$ cat src/rtl/hdmi_ctrl_pkg.sv
// Shared state encoding, default timing and width helpers for the HDMI source switch controller.
package hdmi_ctrl_pkg;

  typedef enum logic [2:0] {
    ST_RUN       = 3'd0,
    ST_MUTE      = 3'd1,
    ST_PLL_RST   = 3'd2,
    ST_WAIT_LOCK = 3'd3,
    ST_FIFO_RST  = 3'd4,
    ST_SETTLE    = 3'd5,
    ST_FAULT     = 3'd6
  } state_e;

  localparam int unsigned DEF_SYNC_STAGES      = 2;
  localparam int unsigned DEF_DEB_CYC          = 16;
  localparam int unsigned DEF_MUTE_CYC         = 1024;
  localparam int unsigned DEF_PLL_RST_CYC      = 64;
  localparam int unsigned DEF_LOCK_STABLE_CYC  = 256;
  localparam int unsigned DEF_LOCK_TIMEOUT_CYC = 65536;
  localparam int unsigned DEF_FIFO_RST_CYC     = 16;
  localparam int unsigned DEF_SETTLE_CYC       = 512;
  localparam int unsigned DEF_MAX_RETRY        = 3;

  localparam int unsigned RETRY_W = 4;
  localparam int unsigned STATE_W = 3;

  // Bits needed to hold values 0..n-1 (at least 1).
  function automatic int unsigned clog2(input int unsigned n);
    int unsigned w;
    w = 1;
    while ((w < 32) && ((64'd1 << w) < 64'(n))) w++;
    return w;
  endfunction

  function automatic int unsigned umax(input int unsigned a, input int unsigned b);
    return (a > b) ? a : b;
  endfunction

endpackage

$ cat src/rtl/sync_debounce.sv
// Multi-flop synchronizer followed by an optional consecutive-sample debouncer.
module sync_debounce
  import hdmi_ctrl_pkg::*;
#(
  parameter int unsigned STAGES = 2,
  parameter int unsigned DEB    = 16
) (
  input  logic clk,
  input  logic reset_n,
  input  logic din,
  output logic dout
);

  logic [STAGES-1:0] sync_q;

  if (STAGES > 1) begin : g_chain
    // Synchronizer shift chain, newest sample in bit 0.
    always_ff @(posedge clk or negedge reset_n) begin
      if (!reset_n) sync_q <= '0;
      else          sync_q <= {sync_q[STAGES-2:0], din};
    end
  end else begin : g_single
    // Single-flop synchronizer.
    always_ff @(posedge clk or negedge reset_n) begin
      if (!reset_n) sync_q <= '0;
      else          sync_q <= din;
    end
  end

  if (DEB <= 1) begin : g_plain
    assign dout = sync_q[STAGES-1];
  end else begin : g_deb
    localparam int unsigned CW = clog2(DEB);
    logic [CW-1:0] cnt_q;
    logic          db_q;

    // Accept the synced value only after DEB consecutive cycles that differ from the current output.
    always_ff @(posedge clk or negedge reset_n) begin
      if (!reset_n) begin
        cnt_q <= '0;
        db_q  <= 1'b0;
      end else if (sync_q[STAGES-1] == db_q) begin
        cnt_q <= '0;
      end else if (cnt_q == CW'(DEB - 1)) begin
        cnt_q <= '0;
        db_q  <= sync_q[STAGES-1];
      end else begin
        cnt_q <= cnt_q + CW'(1);
      end
    end

    assign dout = db_q;
  end

endmodule

$ cat src/rtl/hdmi_src_switch_ctrl.sv
// Sequences PLL reset, lock qualification, FIFO reset and blank/mute around HDMI source changes.
module hdmi_src_switch_ctrl
  import hdmi_ctrl_pkg::*;
#(
  parameter int unsigned SYNC_STAGES      = DEF_SYNC_STAGES,
  parameter int unsigned DEB_CYC          = DEF_DEB_CYC,
  parameter int unsigned MUTE_CYC         = DEF_MUTE_CYC,
  parameter int unsigned PLL_RST_CYC      = DEF_PLL_RST_CYC,
  parameter int unsigned LOCK_STABLE_CYC  = DEF_LOCK_STABLE_CYC,
  parameter int unsigned LOCK_TIMEOUT_CYC = DEF_LOCK_TIMEOUT_CYC,
  parameter int unsigned FIFO_RST_CYC     = DEF_FIFO_RST_CYC,
  parameter int unsigned SETTLE_CYC       = DEF_SETTLE_CYC,
  parameter int unsigned MAX_RETRY        = DEF_MAX_RETRY
) (
  input  logic               clk,
  input  logic               reset_n,
  input  logic               sel_req,
  input  logic               pll_locked,
  output logic               sel_out,
  output logic               pll_rst,
  output logic               fifo_rst,
  output logic               blank,
  output logic               audio_mute,
  output logic               ready,
  output logic               fault,
  output logic [RETRY_W-1:0] retry_cnt,
  output logic [STATE_W-1:0] state_o
);

  localparam int unsigned TMR_MAX = umax(umax(umax(MUTE_CYC, PLL_RST_CYC),
                                              umax(LOCK_TIMEOUT_CYC, FIFO_RST_CYC)), SETTLE_CYC);
  localparam int unsigned TMR_W   = clog2(TMR_MAX);
  localparam int unsigned STB_W   = clog2(LOCK_STABLE_CYC);

  logic               sel_db;
  logic               lk_s;
  state_e             state;
  state_e             state_next;
  logic               go;
  logic               sel_chg;
  logic               boot;
  logic [TMR_W-1:0]   tmr;
  logic [STB_W-1:0]   stable;
  logic [RETRY_W-1:0] retry_next;
  logic [RETRY_W-1:0] retry_inc;
  logic               sel_nx;
  logic               pll_rst_nx;
  logic               fifo_rst_nx;
  logic               blank_nx;
  logic               ready_nx;
  logic               fault_nx;

  sync_debounce #(.STAGES(SYNC_STAGES), .DEB(DEB_CYC)) u_sel_sync (
    .clk     (clk),
    .reset_n (reset_n),
    .din     (sel_req),
    .dout    (sel_db)
  );

  sync_debounce #(.STAGES(SYNC_STAGES), .DEB(1)) u_lock_sync (
    .clk     (clk),
    .reset_n (reset_n),
    .din     (pll_locked),
    .dout    (lk_s)
  );

  // State register.
  always_ff @(posedge clk or negedge reset_n) begin
    if (!reset_n) state <= ST_PLL_RST;
    else          state <= state_next;
  end

  // Next state, retry bookkeeping and next-cycle output decode.
  always_comb begin
    state_next  = state;
    go          = 1'b0;
    retry_next  = retry_cnt;
    sel_chg     = (sel_db != sel_out);
    retry_inc   = (retry_cnt == RETRY_W'(15)) ? retry_cnt : retry_cnt + RETRY_W'(1);
    sel_nx      = sel_out;
    pll_rst_nx  = 1'b0;
    fifo_rst_nx = 1'b0;
    blank_nx    = 1'b1;
    ready_nx    = 1'b0;
    fault_nx    = 1'b0;

    case (state)
      ST_RUN: begin
        if (sel_chg || !lk_s) begin state_next = ST_MUTE; go = 1'b1; end
      end
      ST_MUTE: begin
        if (tmr == TMR_W'(MUTE_CYC - 1)) begin state_next = ST_PLL_RST; go = 1'b1; end
      end
      ST_PLL_RST: begin
        if (sel_chg) begin
          state_next = ST_PLL_RST; go = 1'b1; retry_next = '0;
        end else if (tmr == TMR_W'(PLL_RST_CYC - 1)) begin
          state_next = ST_WAIT_LOCK; go = 1'b1;
        end
      end
      ST_WAIT_LOCK: begin
        if (sel_chg) begin
          state_next = ST_PLL_RST; go = 1'b1; retry_next = '0;
        end else if (lk_s && (stable == STB_W'(LOCK_STABLE_CYC - 1))) begin
          state_next = ST_FIFO_RST; go = 1'b1;
        end else if (tmr == TMR_W'(LOCK_TIMEOUT_CYC - 1)) begin
          retry_next = retry_inc;
          go         = 1'b1;
          state_next = (retry_inc == RETRY_W'(MAX_RETRY)) ? ST_FAULT : ST_PLL_RST;
        end
      end
      ST_FIFO_RST: begin
        if (sel_chg) begin
          state_next = ST_PLL_RST; go = 1'b1; retry_next = '0;
        end else if (tmr == TMR_W'(FIFO_RST_CYC - 1)) begin
          state_next = ST_SETTLE; go = 1'b1;
        end
      end
      ST_SETTLE: begin
        if (sel_chg) begin
          state_next = ST_PLL_RST; go = 1'b1; retry_next = '0;
        end else if (!lk_s) begin
          state_next = ST_MUTE; go = 1'b1;
        end else if (tmr == TMR_W'(SETTLE_CYC - 1)) begin
          state_next = ST_RUN; go = 1'b1; retry_next = '0;
        end
      end
      ST_FAULT: begin
        if (sel_chg) begin state_next = ST_MUTE; go = 1'b1; retry_next = '0; end
      end
      default: begin
        state_next = ST_PLL_RST; go = 1'b1;
      end
    endcase

    // Source select only moves when the PLL is (re)entered into reset.
    if (boot || (go && (state_next == ST_PLL_RST))) sel_nx = sel_db;

    case (state_next)
      ST_RUN:       begin blank_nx = 1'b0; ready_nx = 1'b1; end
      ST_PLL_RST:   begin pll_rst_nx = 1'b1; fifo_rst_nx = 1'b1; end
      ST_WAIT_LOCK: fifo_rst_nx = 1'b1;
      ST_FIFO_RST:  fifo_rst_nx = 1'b1;
      ST_FAULT:     fault_nx = 1'b1;
      default:      ;
    endcase
  end

  // Registered outputs plus shared hold timer and lock-stability counter.
  always_ff @(posedge clk or negedge reset_n) begin
    if (!reset_n) begin
      sel_out    <= 1'b0;
      pll_rst    <= 1'b1;
      fifo_rst   <= 1'b1;
      blank      <= 1'b1;
      audio_mute <= 1'b1;
      ready      <= 1'b0;
      fault      <= 1'b0;
      retry_cnt  <= '0;
      tmr        <= '0;
      stable     <= '0;
      boot       <= 1'b1;
    end else begin
      sel_out    <= sel_nx;
      pll_rst    <= pll_rst_nx;
      fifo_rst   <= fifo_rst_nx;
      blank      <= blank_nx;
      audio_mute <= blank_nx;
      ready      <= ready_nx;
      fault      <= fault_nx;
      retry_cnt  <= retry_next;
      tmr        <= go ? '0 : tmr + TMR_W'(1);
      stable     <= (go || !lk_s) ? '0 : stable + STB_W'(1);
      boot       <= 1'b0;
    end
  end

  assign state_o = state;

endmodule
$ cat config.mk
export PLATFORM = sky130hd
export DESIGN_NAME = hdmi_src_switch_ctrl
export DESIGN_NICKNAME = d
export VERILOG_FILES = /design/src/rtl/hdmi_ctrl_pkg.sv /design/src/rtl/sync_debounce.sv /design/src/rtl/hdmi_src_switch_ctrl.sv
export SDC_FILE = /design/constraint.sdc
export NUM_CORES = 1
export LEC_CHECK = 0
export ABC_AREA = 1
export ABC_CLOCK_PERIOD_IN_PS = 2500
export CAP_MARGIN = 40
export CELL_PAD_IN_SITES_DETAIL_PLACEMENT = 2
export CELL_PAD_IN_SITES_GLOBAL_PLACEMENT = 2
export CORE_MARGIN = 1
export CORE_UTILIZATION = 35
export DETAILED_ROUTE_END_ITERATION = 12
export PLACE_DENSITY_LB_ADDON = 0.1
export SYNTH_ARGS = -nofsm -noshare
export SYNTH_HDL_FRONTEND = slang
export SYNTH_HIERARCHICAL = 1
export SYNTH_SLANG_ARGS = --single-unit
$ cat constraint.sdc
create_clock -name clk -period 2.5 [get_ports clk]
set_input_delay 0.75 -clock clk [delete_from_list [all_inputs] [get_ports clk]]
set_output_delay 0.75 -clock clk [all_outputs]
set_load 0.03 [all_outputs]
Yosys cells after proc, flatten, opt, wreduce, memory -nomap -nowiden
Cells that the tools add are included.
{"block": "totals", "ramBits": 0, "in_bits": 4, "latchBits": 0, "register_bits": 47, "elab_cells": 106, "n_memories": 0, "out_inout_bits": 14, "romBits": 0}
{"block": "op_classes", "n_reduce_logical": 13, "n_div": 0, "shift": 0, "bitwise": 1, "n_mul": 0, "add_sub_neg": 4, "eq_ne": 26, "mux": 47, "n_lt_le_gt_ge": 0}
{"operator": "two-way mux 3 bit", "count": 14}
{"operator": "two-way mux 4 bit", "count": 10}
{"operator": "case mux 3 bit (7 select lines)", "count": 1}
{"operator": "two-way mux 1 bit", "count": 18}
{"operator": "adder 16 x 1 -> 16 bit, second input constant", "count": 1}
{"operator": "equality test 16 x 10 -> 1 bit, second input constant", "count": 1}
{"operator": "equality test 16 bit, second input constant", "count": 1}
{"operator": "equality test 16 x 4 -> 1 bit, second input constant", "count": 1}
{"operator": "equality test 16 x 6 -> 1 bit, second input constant", "count": 1}
{"operator": "equality test 16 x 9 -> 1 bit, second input constant", "count": 1}
{"operator": "two-way mux 16 bit", "count": 1}
{"operator": "equality test 3 bit, second input constant", "count": 5}
{"operator": "equality test 3 x 2 -> 1 bit, second input constant", "count": 4}
{"operator": "case mux 4 bit (3 select lines)", "count": 1}
{"operator": "!= test 3 bit, second input constant", "count": 3}
{"operator": "adder 4 x 1 -> 4 bit, second input constant", "count": 2}
{"operator": "adder 8 x 1 -> 8 bit, second input constant", "count": 1}
{"operator": "equality test 4 bit, second input constant", "count": 2}
{"operator": "equality test 8 bit, second input constant", "count": 1}
{"operator": "two-way mux 8 bit", "count": 1}
{"operator": "case mux 1 bit (7 select lines)", "count": 1}
{"operator": "logical NOT 3 bit", "count": 2}
{"operator": "AND reduction 6 bit", "count": 1}
{"operator": "OR reduction 3 bit", "count": 2}
{"operator": "12 further kinds", "count": 15}

Longest topological paths before layout
{"block": "depth", "word_depth": 11, "mapped_depth": 15, "ltp_nobuf": 15}

Modules after synthesis
Netlist, hierarchy kept.
{"module": "hdmi_src_switch_ctrl", "cells_each": 303, "instances": 1, "area_each_um2": 2311.0, "seq_area_each_um2": 957.2}
{"module": "sync_debounce (u_sel_sync)", "cells_each": 28, "instances": 1, "area_each_um2": 275.3, "seq_area_each_um2": 175.2}
{"module": "sync_debounce (u_lock_sync)", "cells_each": 2, "instances": 1, "area_each_um2": 50.0, "seq_area_each_um2": 50.0}

Worst setup path after synthesis
Ideal clock, no wire load.
{"block": "synth_path", "path_kind": "register -> register", "from": "register retry_cnt[0]", "to": "register sel_out", "required_ns": 2.383, "arrival_ns": 1.721, "stages_incl_launch_ff": 15, "n_path_buf": 0, "setup_time_ns": 0.117, "path_slack_ns": 0.662, "period_less_slack_ns": 1.838, "path_cell_list": "dfrtp_1 ha_1 nand3_1 nand2_1 nand2_1 nor2_1 nand3_1 nand2_1 nand2_1 nand2_1 nor2_1 nand3_2 nand2_1 nand2_1 nand2_1"}
{"block": "synth_via", "elab_chain_cells": 11, "word_cells_on_any_way": 12, "classes_between": "add/sub (1); eq/ne (3); mux (6); reduce/logical (2)"}
{"element": "start: declaration", "line_no": "hdmi_src_switch_ctrl.sv:26", "rtl": "output logic [RETRY_W-1:0] retry_cnt,"}
{"element": "start signal: assignment", "line_no": "hdmi_src_switch_ctrl.sv:171", "rtl": "retry_cnt <= retry_next;"}
{"element": "adder 4 x 1 -> 4 bit / equality test 4 bit (equally long branches)", "line_no": "hdmi_src_switch_ctrl.sv:79", "rtl": "retry_inc = (retry_cnt == RETRY_W'(15)) ? retry_cnt : retry_cnt + RETRY_W'(1);"}
{"element": "two-way mux 4 bit (*)", "line_no": "hdmi_src_switch_ctrl.sv:79"}
{"element": "equality test 4 x 2 -> 1 bit (*)", "line_no": "hdmi_src_switch_ctrl.sv:109", "rtl": "state_next = (retry_inc == RETRY_W'(MAX_RETRY)) ? ST_FAULT : ST_PLL_RST;"}
{"element": "two-way mux 3 bit (*)", "line_no": "hdmi_src_switch_ctrl.sv:109"}
{"element": "two-way mux 3 bit (*)", "line_no": "hdmi_src_switch_ctrl.sv:106", "rtl": "end else if (tmr == TMR_W'(LOCK_TIMEOUT_CYC - 1)) begin"}
{"element": "two-way mux 3 bit (*)", "line_no": "hdmi_src_switch_ctrl.sv:104", "rtl": "end else if (lk_s && (stable == STB_W'(LOCK_STABLE_CYC - 1))) begin"}
{"element": "two-way mux 3 bit (*)", "line_no": "hdmi_src_switch_ctrl.sv:102", "rtl": "if (sel_chg) begin"}
{"element": "case mux 3 bit (7 select lines) (*)", "line_no": "hdmi_src_switch_ctrl.sv:87", "rtl": "case (state)"}
{"element": "net state_next[2]", "line_no": "hdmi_src_switch_ctrl.sv:38", "rtl": "state_e state_next;"}
{"element": "equality test 3 x 2 -> 1 bit (*)", "line_no": "hdmi_src_switch_ctrl.sv:137", "rtl": "if (boot || (go && (state_next == ST_PLL_RST))) sel_nx = sel_db;"}
{"element": "logical AND 1 bit (*)", "line_no": "hdmi_src_switch_ctrl.sv:137"}
{"element": "logical OR 1 bit (*)", "line_no": "hdmi_src_switch_ctrl.sv:137"}
{"element": "end signal: assignment", "line_no": "hdmi_src_switch_ctrl.sv:164", "rtl": "sel_out <= sel_nx;"}
{"element": "end: declaration", "line_no": "hdmi_src_switch_ctrl.sv:19", "rtl": "output logic sel_out,"}
The timed path passes the listed nets; every way through them passes the cells marked *.
A chain may end at the register's enable or synchronous reset.

Worst setup path after layout
{"block": "layout_path", "from": "register state[1], in the netlist state_o[1]", "to": "output state_o[1]"}
{"element": "start: declaration", "line_no": "hdmi_src_switch_ctrl.sv:37", "rtl": "state_e state;"}
{"element": "start signal: assignment", "line_no": "hdmi_src_switch_ctrl.sv:70", "rtl": "else state <= state_next;"}
{"element": "end: declaration", "line_no": "hdmi_src_switch_ctrl.sv:27", "rtl": "output logic [STATE_W-1:0] state_o"}
No word-level cell between the ends.

==> flow_metrics.py <==
metrics = {
    "setup_path": {
        "crit_path_end_kind": "output pin",
        "crit_family": "buffers and inverters",
        "cp_max_fo": 7,
        "critPathSlowestCell": "clkdlybuf4s50_1",
        "crit_required_ps": 1750,
        "path_cells": "clkdlybuf4s50_1",
        "critical_path_class": "reg -> out",
        "cp.arrival_ps": 1640,
        "cpPeakStageDelay_ps": 700,
        "cp.buffers_inverters": 1,
        "worstSetupStartpointType": "flop",
    },
    "cts": {
        "cts_buffers": 5,
        "post_cts_buffers": 0,
        "clkLatencyLatePin_ps": 310,
        "clock_sinks": 47,
        "cts_tree": "yes",
        "root_buffer": "clkbuf_8",
        "clockBufferDepth": 2,
        "cts_resized": 0,
        "cts_max_level": 2,
        "cts_hold_buf": 0,
        "clk_pin_slew_worst_paths_ps": 100,
    },
    "pwr": {
        "switching_share_pct": 23.81,
        "power_switching_mw": 0.3166,
        "total_power_mw": 1.330,
        "peakVddDrop_v": 0.0002423,
        "p_comb_share_pct": 3.2,
        "clkPwrFrac_pct": 38.0,
        "seqPwrFrac_pct": 58.8,
        "leakage_nw": 1.432,
        "powerDensity_nw_per_um2": 440.5,
        "intPower_mw": 1.013,
    },
    "yosys": {
        "synth_edf_count": 0,
        "syn_nets": 341,
        "synth_cell_types": 36,
        "syn-cell-area_um2": 2636,
        "async_reset_ff_share_pct": 100.0,
        "yosys_warnings": 6,
        "netlist_instances": 333,
        "ys_seq_elements": 47,
        "synthFlopType": "dfrtp_1",
        "ys_seq_area_share_pct": 44.85,
        "avgSynthCellArea_um2": 7.917,
    },
    "timing": {
        "clock.fmax_mhz": 418.5,
        "finalHoldViolCount": 0,
        "max-slew-margin-rel_pct": 61.39,
        "tightestPinTransition_ps": 573.8,
        "timing.hold.ws_ps": 361.7,
        "setup_tns_ps": 0,
        "fin_crit_sh_pct": 95.57,
        "finalSetupViolCount": 0,
        "rsz0062_at_grt": "no",
        "drv_slew": 0,
        "finalClockSkew_ps": 8.972,
        "layout_min_cycle_time_ps": 2389,
    },
    "die": {
        "initial_core_util_pct": 36.35,
        "core_um2": 7253,
        "die-area_um2": 7884,
        "dieWidth_um": 88.79,
        "rows": 31,
        "ios": 18,
        "die_h_um": 88.79,
    },
    "cells_and_area": {
        "fin_area_um2": 3019,
        "fill_cells": 878,
        "diodes": 0,
        "regArea_um2": 1182,
        "drive_above_1_share_pct": 14.53,
        "multi_input_area_um2": 1235,
        "final_nets": 365,
        "area_growth_pct": 14.52,
    },
    "global_routing": {
        "overflow": 0,
        "antenna_found_initial": 0,
        "grt_max_degree": 22,
        "grt_pass1_wl_um": 11970,
        "grt.total_usage_pct": 20.02,
        "grt_pass1_vias": 2423,
    },
    "placed_design": {
        "place_congestion": 0.8595,
        "io_buffers": 17,
        "dpl.hpwl_um": 5612,
        "postPlaceCellArea_um2": 2920,
    },
    "route": {
        "via_per_inst": 4.886,
        "routed_wl_um": 7037,
        "drtPass1Iterations": 4,
        "drtIter0Drc": 45,
        "via_count": 2233,
        "detail-route-antenna-nets": 0,
        "wl_per_cell_um": 15.40,
        "drc": 0,
    },
    "worst_hold_path": {
        "hold_class": "in -> async",
    },
    "job": {
        "drv_cap": 0,
    },
    "outcome": {
        "status": "completed",
    },
}
==> cell families after synthesis <==
family | share of synthesized area, %
AOI/OAI and AO/OA | 5.648
buffers and inverters | 8.305
adders and majority gates | 1.899
other | 0.1422
DFF | 44.85
and+or+nand+nor | 35.83
xor gates and xnor gates | 3.322
==> cell type report <==
type                    count  area share [%]
clock buffers               6           2.735
clock inverters             2          0.5387
inverters                  51           6.341
multi-input cells         232           40.90
flip-flops and latches     47           39.16
well taps                  99           4.103
repair buffers             20           6.216
==> per-stage QoR <==
stage | instances | worst slack (ps) | utilization (%)
2_1_floorplan | 333 | 662.0 | -
3_3_place_gp | 449 | 463.7 | 40.26
3_5_place_dp | 449 | 380.8 | 40.26
4_1_cts | 457 | 98.48 | 41.63
5_1_grt | 457 | 60.76 | 41.63
6_report | 457 | 110.7 | 41.63
==> Yosys cell counts, types with 2 or more instances <==
library cell  instances  area, µm²
nor3b_2               3      37.54
nand3_1              30      150.1
nor2_2                8      50.05
nand2_1              64      240.2
inv_2                 4      15.01
a21oi_1               6      30.03
nor3_2                2      20.02
o21ai_1               4      20.02
nor2_1               51      191.4
a21oi_2               2      17.52
dfstp_2               5      131.4
nor3_1               11      55.05
dfrtp_1              42       1051
xor2_1                8      70.07
nand2_4               2      22.52
ha_1                  4      50.05
o21ai_0               9      45.04
nor2_4                5      56.30
inv_1                46      172.7
nand4_1               6      37.54
nand3_2               3      30.03
xnor2_1               2      17.52
nand2_2               3      18.77
==> final timing paths <==
kind,start,slack (ps),endpoint,cells after the start
setup reg to reg,tmr[0]$_DFF_PN0_,390,stable[2]$_DFF_PN0_,12
hold reg to reg,u_sel_sync/sync_q[0]$_DFF_PN0_,360,u_sel_sync/sync_q[1]$_DFF_PN0_,0
setup / recovery,state_o[1]$_DFF_PN1_,110,state_o[1],1
hold / removal,reset_n,360,u_sel_sync/g_deb.cnt_q[3]$_DFF_PN0_,1
max in group asynchronous,reset_n,1480,audio_mute$_DFF_PN1_,2
min in group clk,u_sel_sync/sync_q[0]$_DFF_PN0_,360,u_sel_sync/sync_q[1]$_DFF_PN0_,0
==> power by group through the flow <==
stage / combinational [mW] / sequential [mW] / clock, mW
6_report: 0.0427 / 0.782 / 0.505
5_1_grt: 0.0514 / 0.785 / 0.554
4_1_cts: 0.0455 / 0.782 / 0.526
3_5_place_dp: 0.0453 / 0.797 / 0
3_3_place_gp: 0.0434 / 0.796 / 0
2_1_floorplan: 0.0175 / 0.794 / 0
==> registers in the layout, indices dropped and copies added, names as in the netlist, 2 cells and up <==
register	count
state_o	3
retry_cnt	4
stable	8
u_sel_sync/sync_q	2
tmr	16
u_sel_sync/g_deb.cnt_q	4
u_lock_sync/sync_q	2
==> per-layer routing <==
metal	GRT usage (%)	routed length (µm)	share of wire, %
met1	25.13	3183	45
met2	35.94	3679	52
met3	2.799	89	1.3
met4	5.279	84	1.2
met5	0	0	0
==> placed cells by master, fill, tap and decap left out, types with 2 or more instances in the layout <==
| cell type | Yosys | final |
|---|---|---|
| nor3b_2 | 3 | 3 |
| nand3_2 | 3 | 3 |
| clkbuf_8 | 0 | 6 |
| xor2_1 | 8 | 8 |
| ha_1 | 4 | 4 |
| nand2_4 | 2 | 2 |
| a21oi_2 | 2 | 2 |
| nor2_2 | 8 | 8 |
| nand2_2 | 3 | 3 |
| o21ai_0 | 9 | 9 |
| nor2_1 | 51 | 51 |
| nor2_4 | 5 | 5 |
| buf_4 | 1 | 3 |
| o21ai_1 | 4 | 4 |
| nor3_1 | 11 | 11 |
| nor3_2 | 2 | 2 |
| nand2_1 | 64 | 64 |
| inv_2 | 4 | 4 |
| inv_1 | 46 | 46 |
| a21oi_1 | 6 | 6 |
| dfrtp_1 | 42 | 42 |
| nand3_1 | 30 | 30 |
| nand4_1 | 6 | 6 |
| xnor2_1 | 2 | 2 |
| clkdlybuf4s50_1 | 0 | 16 |
| dfstp_2 | 5 | 5 |
Power figures use the tool's default switching activity.
